$ cat config.mk
export PLATFORM = sky130hd
export DESIGN_NAME = fetch_stage
export DESIGN_NICKNAME = d
export VERILOG_FILES = /design/src/rtl/fetch_stage_pkg.sv /design/src/rtl/fetch_queue.sv /design/src/rtl/fetch_stage.sv
export SDC_FILE = /design/constraint.sdc
export NUM_CORES = 1
export LEC_CHECK = 0
export CORE_MARGIN = 1.5
export CORE_UTILIZATION = 35
export CTS_CLUSTER_DIAMETER = 30
export DETAILED_ROUTE_END_ITERATION = 7
export GPL_TIMING_DRIVEN = 1
export PLACE_DENSITY = 0.57
export RECOVER_POWER = 50
export SYNTH_ARGS = -nofsm -noshare
export SYNTH_HDL_FRONTEND = slang
export SYNTH_HIERARCHICAL = 1
export SYNTH_SLANG_ARGS = --single-unit
$ cat constraint.sdc
create_clock -name clk -period 12.7 [get_ports clk]
set_input_delay 1.27 -clock clk [delete_from_list [all_inputs] [get_ports clk]]
set_output_delay 1.27 -clock clk [all_outputs]
set_load 0.01 [all_outputs]
$ cat src/rtl/fetch_stage_pkg.sv
// Shared fetch-stage types and constants: widths, decode field positions, queue entry.
package fetch_stage_pkg;

  localparam int XLEN     = 64;
  localparam logic [XLEN-1:0] RESET_PC = 64'h0;
  localparam int INSTR_W  = 32;

  localparam int OPCODE_LSB = 0;
  localparam int OPCODE_MSB = 6;
  localparam int FUNCT3_LSB = 12;
  localparam int FUNCT3_MSB = 14;
  localparam int FUNCT7_LSB = 25;
  localparam int FUNCT7_MSB = 31;

  typedef struct packed {
    logic [XLEN-1:0]    pc;
    logic [INSTR_W-1:0] instr;
  } fetch_entry_t;

endpackage

$ cat src/rtl/fetch_queue.sv
// Small synchronous FIFO of fetch entries; DEPTH must be a power of two.
module fetch_queue
  import fetch_stage_pkg::*;
#(
  parameter  int DEPTH = 2,
  localparam int AW    = (DEPTH > 1) ? $clog2(DEPTH) : 1,
  localparam int CW    = $clog2(DEPTH + 1)
) (
  input  logic          clk,
  input  logic          reset,
  input  logic          push_i,
  input  fetch_entry_t  data_i,
  input  logic          pop_i,
  input  logic          flush_i,
  output fetch_entry_t  head_o,
  output logic [CW-1:0] count_o,
  output logic          empty_o,
  output logic          full_o
);

  fetch_entry_t  mem_q [DEPTH];
  logic [AW-1:0] rd_q, wr_q;
  logic [CW-1:0] cnt_q;
  logic          do_push, do_pop;

  assign empty_o = (cnt_q == '0);
  assign full_o  = (cnt_q == CW'(DEPTH));
  assign count_o = cnt_q;
  assign head_o  = mem_q[rd_q];
  assign do_pop  = pop_i && !empty_o;
  assign do_push = push_i && (!full_o || do_pop);

  always_ff @(posedge clk or posedge reset) begin
    if (reset) begin
      rd_q  <= '0;
      wr_q  <= '0;
      cnt_q <= '0;
    end else if (flush_i) begin
      rd_q  <= '0;
      wr_q  <= '0;
      cnt_q <= '0;
    end else begin
      if (do_push) wr_q <= wr_q + AW'(1);
      if (do_pop)  rd_q <= rd_q + AW'(1);
      cnt_q <= cnt_q + CW'(do_push) - CW'(do_pop);
    end
  end

  // Storage needs no reset: the count alone decides which entries are live.
  always_ff @(posedge clk) begin
    if (do_push && !flush_i) mem_q[wr_q] <= data_i;
  end

  a_no_overflow : assert property (@(posedge clk) disable iff (reset)
    !(push_i && full_o && !do_pop && !flush_i));

endmodule

$ cat src/rtl/fetch_stage.sv
// Instruction-fetch stage: PC, credit-limited imem requests, fetch queue and IF/ID register.
// Optional macro FETCH_MISALIGN_TRAP_EN: misaligned redirect raises a sticky fault and blocks fetch.
module fetch_stage
  import fetch_stage_pkg::*;
#(
  parameter int              XLEN     = fetch_stage_pkg::XLEN,
  parameter logic [XLEN-1:0] RESET_PC = fetch_stage_pkg::RESET_PC,
  parameter int              QDEPTH   = 2
) (
  input  logic               clk,
  input  logic               reset,
  output logic               imem_req_valid,
  output logic [XLEN-1:0]    imem_req_addr,
  input  logic               imem_req_ready,
  input  logic               imem_resp_valid,
  input  logic [INSTR_W-1:0] imem_resp_data,
  input  logic               redirect_valid,
  input  logic [XLEN-1:0]    redirect_pc,
  input  logic               stall,
  output logic               id_valid,
  output logic [INSTR_W-1:0] id_instr,
  output logic [XLEN-1:0]    id_pc,
  output logic [6:0]         id_opcode,
  output logic [2:0]         id_funct3,
  output logic [6:0]         id_funct7,
  output logic               misalign_fault
);

  localparam int CW = $clog2(QDEPTH + 1);

  logic [XLEN-1:0]    pc_q, pc_d, tag_q, tag_d, redirect_tgt;
  logic [CW-1:0]      out_q, out_d, drop_q, drop_d, q_count;
  logic               id_valid_q, id_valid_d;
  logic [INSTR_W-1:0] id_instr_q, id_instr_d;
  logic [XLEN-1:0]    id_pc_q, id_pc_d;
  logic               accept, q_push, q_pop, q_empty, q_full, fault_q;
  fetch_entry_t       q_head, q_wdata;

  assign accept  = imem_req_valid && imem_req_ready;
  assign q_pop   = !stall && !q_empty;
  assign q_push  = imem_resp_valid && (drop_q == '0) && !redirect_valid;
  // tag_q is the PC of the oldest response that will be kept
  assign q_wdata = '{pc: tag_q, instr: imem_resp_data};

  // The head leaving this cycle frees its slot, so a 1-cycle memory sustains one word per cycle.
  assign imem_req_valid = !reset && !fault_q &&
                          ((int'(out_q) + int'(q_count) - int'(q_pop)) < QDEPTH);
  assign imem_req_addr  = pc_q;

`ifdef FETCH_MISALIGN_TRAP_EN
  logic fault_d;
  assign redirect_tgt = redirect_pc;
  always_comb begin
    fault_d = fault_q;
    if (redirect_valid) fault_d = |redirect_pc[1:0];
  end
  always_ff @(posedge clk or posedge reset) begin
    if (reset) fault_q <= 1'b0;
    else       fault_q <= fault_d;
  end
`else
  logic unused_align;
  assign redirect_tgt = {redirect_pc[XLEN-1:2], 2'b00};
  assign unused_align = ^redirect_pc[1:0];
  assign fault_q      = 1'b0;
`endif

  always_comb begin
    pc_d       = pc_q;
    tag_d      = tag_q;
    drop_d     = drop_q;
    out_d      = out_q + CW'(accept) - CW'(imem_resp_valid);
    id_valid_d = id_valid_q;
    id_instr_d = id_instr_q;
    id_pc_d    = id_pc_q;
    if (accept) pc_d = pc_q + XLEN'(4);
    if (imem_resp_valid) begin
      if (drop_q != '0) drop_d = drop_q - CW'(1);
      else              tag_d  = tag_q + XLEN'(4);
    end
    if (!stall) begin
      if (!q_empty) begin
        id_valid_d = 1'b1;
        id_instr_d = q_head.instr;
        id_pc_d    = q_head.pc;
      end else begin
        id_valid_d = 1'b0;
      end
    end
    // Everything still in flight after this cycle belongs to the old path.
    if (redirect_valid) begin
      pc_d       = redirect_tgt;
      tag_d      = redirect_tgt;
      drop_d     = out_d;
      id_valid_d = 1'b0;
    end
  end

  always_ff @(posedge clk or posedge reset) begin
    if (reset) begin
      pc_q       <= RESET_PC;
      tag_q      <= RESET_PC;
      out_q      <= '0;
      drop_q     <= '0;
      id_valid_q <= 1'b0;
      id_instr_q <= '0;
      id_pc_q    <= '0;
    end else begin
      pc_q       <= pc_d;
      tag_q      <= tag_d;
      out_q      <= out_d;
      drop_q     <= drop_d;
      id_valid_q <= id_valid_d;
      id_instr_q <= id_instr_d;
      id_pc_q    <= id_pc_d;
    end
  end

  fetch_queue #(.DEPTH(QDEPTH)) u_queue (
    .clk     (clk),
    .reset   (reset),
    .push_i  (q_push),
    .data_i  (q_wdata),
    .pop_i   (q_pop),
    .flush_i (redirect_valid),
    .head_o  (q_head),
    .count_o (q_count),
    .empty_o (q_empty),
    .full_o  (q_full)
  );

  assign id_valid       = id_valid_q;
  assign id_instr       = id_instr_q;
  assign id_pc          = id_pc_q;
  assign id_opcode      = id_instr_q[OPCODE_MSB:OPCODE_LSB];
  assign id_funct3      = id_instr_q[FUNCT3_MSB:FUNCT3_LSB];
  assign id_funct7      = id_instr_q[FUNCT7_MSB:FUNCT7_LSB];
  assign misalign_fault = fault_q;

endmodule

==> reports/metrics.cfg, run 1 <==
[outcome]
status=finished, violations left
violations=capacitance limit, slew limit

[critical_path]
critPathCaptureType=flop
cpPeakStageDelay_ps=2070
critPathSlowestCell=clkbuf_1
crit_required_ps=12940
crit_chain=dlygate4sd3_1, nor2_1, clkbuf_1, o21ai_0, nor3b_2, buf_4
timing.rr.start=u_queue/count_o[0]$_DFF_PP0_
r2r_end=u_queue/mem_q[1][65]$_DFFE_PP_
worstSetupPathType=input port to flop
reg2reg_depth=6
critPathArrivalTime_ps=5940
cp_max_fo=50
r2r_slack_ps=7710
start_kind=input port

[clock_network]
clk_latency_ps=620
cts_buffer_depth=3
cts-htree-levels=3
clk_pin_slew_ps=40
cts_tree=yes
cts_root_buffer=clkbuf_16
postCtsSetupRepairBufs=0
cts-resized-gates=0
hold_buffers=0
cts_sinks=421
cts_made_buffers=97

[sta]
max_freq_ghz=0.175
finClkSkew_ps=23.1
setup_viol=0
slew_viol_final=95
timing.final.crit_share_pct=44.9
finalSetupTns_ps=0
worst_pin_slew_ps=2900
period_needed_ps=5700
hold_viol=0
rsz0062_at_grt=no
max-slew-margin-rel_pct=-93.4

[grt]
antenna_found_initial=5
grt.overflow.total=0
grt_pass1_wl_mm=79.3
grt_pass1_vias=13200
grt_max_degree=124
grt_usage_pct=18.6

[synthesis]
yosysWarnings=6
avgSynthCellArea_um2=13.5
netlist_instances=1396
syn-cell-area_um2=18800

[layout]
multi_input_area_um2=6790
area_growth_pct=35.3
post-route-util_pct=48.2
drive_gt1_share_pct=25.2
nets=1819
regArea_um2=11500
nFillCells=4649

[place]
gp_congestion=0.793
portBuffers=276
dp_hpwl_mm=33.6

[run]
maxCapViolations=2

[die]
initial_core_util_pct=35.6
dieArea_um2=55200
core_area_um2=52900
fp-row-count=84
fp.dieH_um=235
ios=282
fp.dieW_um=235

[power]
power.density_nw_per_um2=198
power.leakage_nw=10.0
vdd_ir_drop_max_v=0.000111

[detailed_routing]
drc_errors=0
vias=13000
wirelength_mm=51.7
avgViaCountPerCell=5.24
detail-route-antenna-nets=0
first_pass_iters=8
wl_per_cell_um=20.8
drt_iter0_drc=724

[worst_hold_path]
hold-path-cell-count=1
hp-start=id_pc[4]$_DFFE_PP0P_
min_path_type=flop to flop
holdPathEnd=id_pc[4]$_DFFE_PP0P_

==> per-layer routing <==
metal	up-vias	track usage [%]	wire length (um)
li1	5907	-	-
met3	86	3.70	2440
met1	6625	24.6	23100
met2	388	30.1	24800
met4	2	7.40	1320
met5	-	0	13
==> state kept, by name (all words and copies together), names as in the netlist, 2 cells and up <==
register / count
u_queue/mem_q: 192
id_pc: 64
imem_req_addr: 62
tag_q: 62
id_instr: 32
drop_q: 2
out_q: 2
u_queue/count_o: 2
==> worst max path at each step <==
stage	cells past startpoint	slack, ps	startpoint	end
2_1_floorplan	4	2770	stall	u_queue/mem_q[1][0]$_DFFE_PP_
3_3_place_gp	11	7450	stall	imem_req_addr[59]$_DFFE_PP0P_
3_5_place_dp	11	7310	stall	imem_req_addr[47]$_DFFE_PP0P_
4_1_cts	8	7730	stall	imem_req_valid
5_1_grt	6	6390	stall	u_queue/mem_q[1][65]$_DFFE_PP_
6_report	6	7000	stall	u_queue/mem_q[1][65]$_DFFE_PP_
==> cells in the final DEF (no fill, tap or decap), types with 5 or more instances in the layout <==
cell	instances
nor4_1	31
nor3b_1	5
mux2_2	247
nor4b_1	5
nor3_1	16
nand2b_1	11
clkbuf_16	98
and3_1	16
or3_1	15
o31a_1	18
xnor2_1	46
and4_1	19
and2_1	10
a31oi_1	33
clkinv_1	7
inv_1	28
clkdlybuf4s50_1	115
or4_1	19
clkinv_2	17
edfxtp_1	192
a211oi_1	8
o31ai_1	18
bufinv_16	11
dlygate4sd3_1	160
a21oi_1	15
mux2i_1	5
o21ai_0	20
clkbuf_8	11
clkbuf_1	17
nor2_1	71
buf_4	14
clkinvlp_4	14
nand3_1	52
conb_1	7
ha_1	9
nand2_1	54
xor2_1	20
nand4_1	45
dfrtp_1	228
==> per-stage QoR <==
step | setup slack, ps | hold WS, ps | cell area (um^2) | cells | power (mW)
after floorplan | 2770 | 465 | 18800 | 1402 | 2.18
after global placement | 7450 | 492 | 22200 | 2296 | 2.63
after detailed placement | 7310 | 495 | 22200 | 2296 | 2.65
after CTS | 7730 | 505 | 25500 | 2479 | 5.16
after global routing | 6390 | 511 | 25500 | 2481 | 5.25
final | 7000 | 495 | 25500 | 2482 | 5.04
==> cell type report <==
cell class,count,share of cell area (%)
Clock inverter,59,2.59
Antenna cell,3,0.0295
Multi-Input combinational cell,864,26.6
Timing Repair Buffer,292,11.3
Tap cell,688,3.38
Inverter,31,0.496
Sequential cell,421,45.1
Clock buffer,124,10.4
==> where the power goes <==
| group | internal [mW] | switching (mW) |
|---|---|---|
| logic | 0.427 | 0.351 |
| clock network | 1.70 | 0.788 |
| registers | 1.63 | 0.148 |
==> critical path, delay by kind of cell <==
kind	cells	cell delay, ps
buffers and inverters	3	3300
AO/OA/AOI/OAI	1	730
AND/OR/NAND/NOR	2	540
Note: power is estimated with default switching activity, not from simulation.
==> run 2, diff against run 1 <==
Clock period 12.7 ns to 5.35 ns, I/O delays scaled along.
==> reports/metrics.cfg, run 2 (synthesized netlist as in run 1, its figures left out) <==
[grt]
grt.overflow.total=0  ; unchanged
grt_pass1_vias=13300  ; +0.76%
grt_max_degree=167  ; +35%
antenna_found_initial=0  ; -5
grt_usage_pct=18.8  ; +0.15 points
grt_pass1_wl_mm=80.2  ; +1.2%

[detailed_routing]
met3RoutedLength_mm=2.44  ; -0.25%
detail-route-antenna-nets=0  ; unchanged
dr_wl_met2_mm=24.7  ; -0.73%
top_layer_used=met4
wl_per_cell_um=20.8  ; -0.33%
first_pass_iters=5  ; -3
wirelength_mm=51.9  ; +0.28%
vias=13000  ; +0.25%
wl_met1_mm=23.6  ; +2.2%
drt_iter0_drc=630  ; -13%
drc_errors=0  ; unchanged
avgViaCountPerCell=5.22  ; -0.36%

[sta]
finalSetupTns_ps=0  ; unchanged
worst_pin_slew_ps=3110  ; +206 ps
period_needed_ps=4080
finClkSkew_ps=28.4  ; +5.28 ps
max_freq_ghz=0.245
setup_viol=0  ; unchanged
slew_viol_final=231  ; +140%
timing.final.crit_share_pct=76.2
hold_viol=0  ; unchanged
max-slew-margin-rel_pct=-107  ; -14 points
rsz0062_at_grt=no

[clock_network]
cts-resized-gates=0  ; unchanged
cts_tree=yes
cts_buffer_depth=3  ; unchanged
cts_root_buffer=clkbuf_16
hold_buffers=0  ; unchanged
postCtsSetupRepairBufs=0  ; unchanged
clk_latency_ps=630  ; about the same
cts_made_buffers=105  ; +8.2%
cts_sinks=421  ; unchanged
clk_pin_slew_ps=40  ; about the same
cts-htree-levels=3  ; unchanged

[die]
fp-row-count=84  ; unchanged
core_area_um2=52900  ; unchanged
ios=282  ; unchanged
initial_core_util_pct=35.6  ; unchanged
fp.dieH_um=235  ; unchanged
dieArea_um2=55200  ; unchanged
fp.dieW_um=235  ; unchanged

[layout]
layout.cells.non_filler=2497  ; +0.60%
top_register=u_queue/mem_q
final_common_cell=mux2_2
area_growth_pct=37.6
largest_reg_flops=192  ; unchanged
antenna_cells=0  ; -3
nFillCells=4580  ; -1.5%
mostFrequentLayoutCells=mux2_2, dfrtp_1, dlygate4sd3_1
drive_gt1_share_pct=25.7  ; +0.52 points
nets=1829  ; +0.55%

[power]
vdd_ir_drop_max_v=0.000244  ; +120%
power.leakage_nw=10.2  ; +2.1%
power.density_nw_per_um2=487  ; +150%

[critical_path]
r2r_slack_ps=1270  ; -6440 ps
timing.rr.start=u_queue/count_o[1]$_DFF_PP0_
reg2reg_depth=15  ; +9
crit_required_ps=5790  ; -7150 ps
worstSetupStartpoint=u_queue/count_o[1]$_DFF_PP0_
critPathSlowestCell=a22o_1
cp_max_fo=12  ; -76%
cpPeakStageDelay_ps=540  ; -1530 ps
worstSetupPathType=flop to flop
start_kind=flop
critPathCaptureType=flop
crit_chain=nor2_1, nor2_4, ha_1, nand2b_1, fa_1, and3b_1, a22o_1, inv_1, ha_1, inv_1, ha_1, xnor2_1, xnor2_1, nand2_1, o21ai_0
cp_common_cell=ha_1
r2r_end=drop_q[1]$_DFFE_PP0P_
critPathArrivalTime_ps=4520  ; -1420 ps
crit_path_end=drop_q[1]$_DFFE_PP0P_

[place]
portBuffers=276  ; unchanged
dp_cells=2298  ; +0.087%
gp_congestion=0.802  ; +1.1%
dp_hpwl_mm=33.6  ; -0.13%

[outcome]
violations=capacitance limit, slew limit
status=finished, violations left

[run]
maxCapViolations=2  ; unchanged

[worst_hold_path]
min_path_type=input port to async pin

run 2: worst min path at each step:
stage	to	cells past startpoint	start
global route	u_queue/wr_q$_DFFE_PP0P_	2	reset
finish	u_queue/wr_q$_DFFE_PP0P_	2	reset
global placement	id_pc[62]$_DFFE_PP0P_	1	id_pc[62]$_DFFE_PP0P_
detailed placement	id_pc[62]$_DFFE_PP0P_	1	id_pc[62]$_DFFE_PP0P_
floorplan	u_queue/count_o[0]$_DFF_PP0_	1	reset
CTS	u_queue/wr_q$_DFFE_PP0P_	2	reset
run 2: critical path: cells and delay by family, from the launching register on:
| kind | cells | cell delay, ps |
|---|---|---|
| compound gates | 2 | 630 |
| xor+xnor | 2 | 270 |
| fa+ha+maj | 4 | 1360 |
| flops | 1 | 450 |
| buf+inv | 2 | 520 |
| simple gates | 5 | 660 |
run 2: final cells by class:
class	count	area [um^2]	area share [%]
sequential	421	11500	44.4
multi-input combinational	864	6800	26.3
timing repair buffer	294	2880	11.1
clock buffer	129	2840	11.0
clock inverter	70	890	3.44
tap	688	861	3.32
inverter	31	123	0.474
run 2: stage by stage:
stage / worst slack [ps] / power, mW / util [%] / instance area [um^2] / hold WS, ps
5_1_grt: 812 / 13.1 / 49.0 / 25900 / 404
2_1_floorplan: 211 / 5.17 / - / 18900 / 301
3_3_place_gp: 880 / 6.23 / 42.0 / 22200 / 491
3_5_place_dp: 807 / 6.28 / 42.0 / 22200 / 496
6_report: 1270 / 12.6 / 49.0 / 25900 / 397
4_1_cts: 1280 / 12.9 / 49.0 / 25900 / 277
run 2: layer usage:
layer | GRT usage [%] | vias up
met5 | 0 | -
met2 | 30.1 | 381
met3 | 4.11 | 74
li1 | - | 5945
met1 | 24.9 | 6640
met4 | 7.02 | 0
run 2: report_power, final:
| group | internal (mW) | switching [mW] | total (mW) | leakage (nW) |
|---|---|---|---|---|
| Combinational | 0.997 | 0.839 | 1.84 | 3.85 |
| Clock | 4.61 | 1.95 | 6.55 | 1.79 |
| Sequential | 3.87 | 0.342 | 4.21 | 4.59 |
| Total | 9.47 | 3.13 | 12.6 | 10.2 |
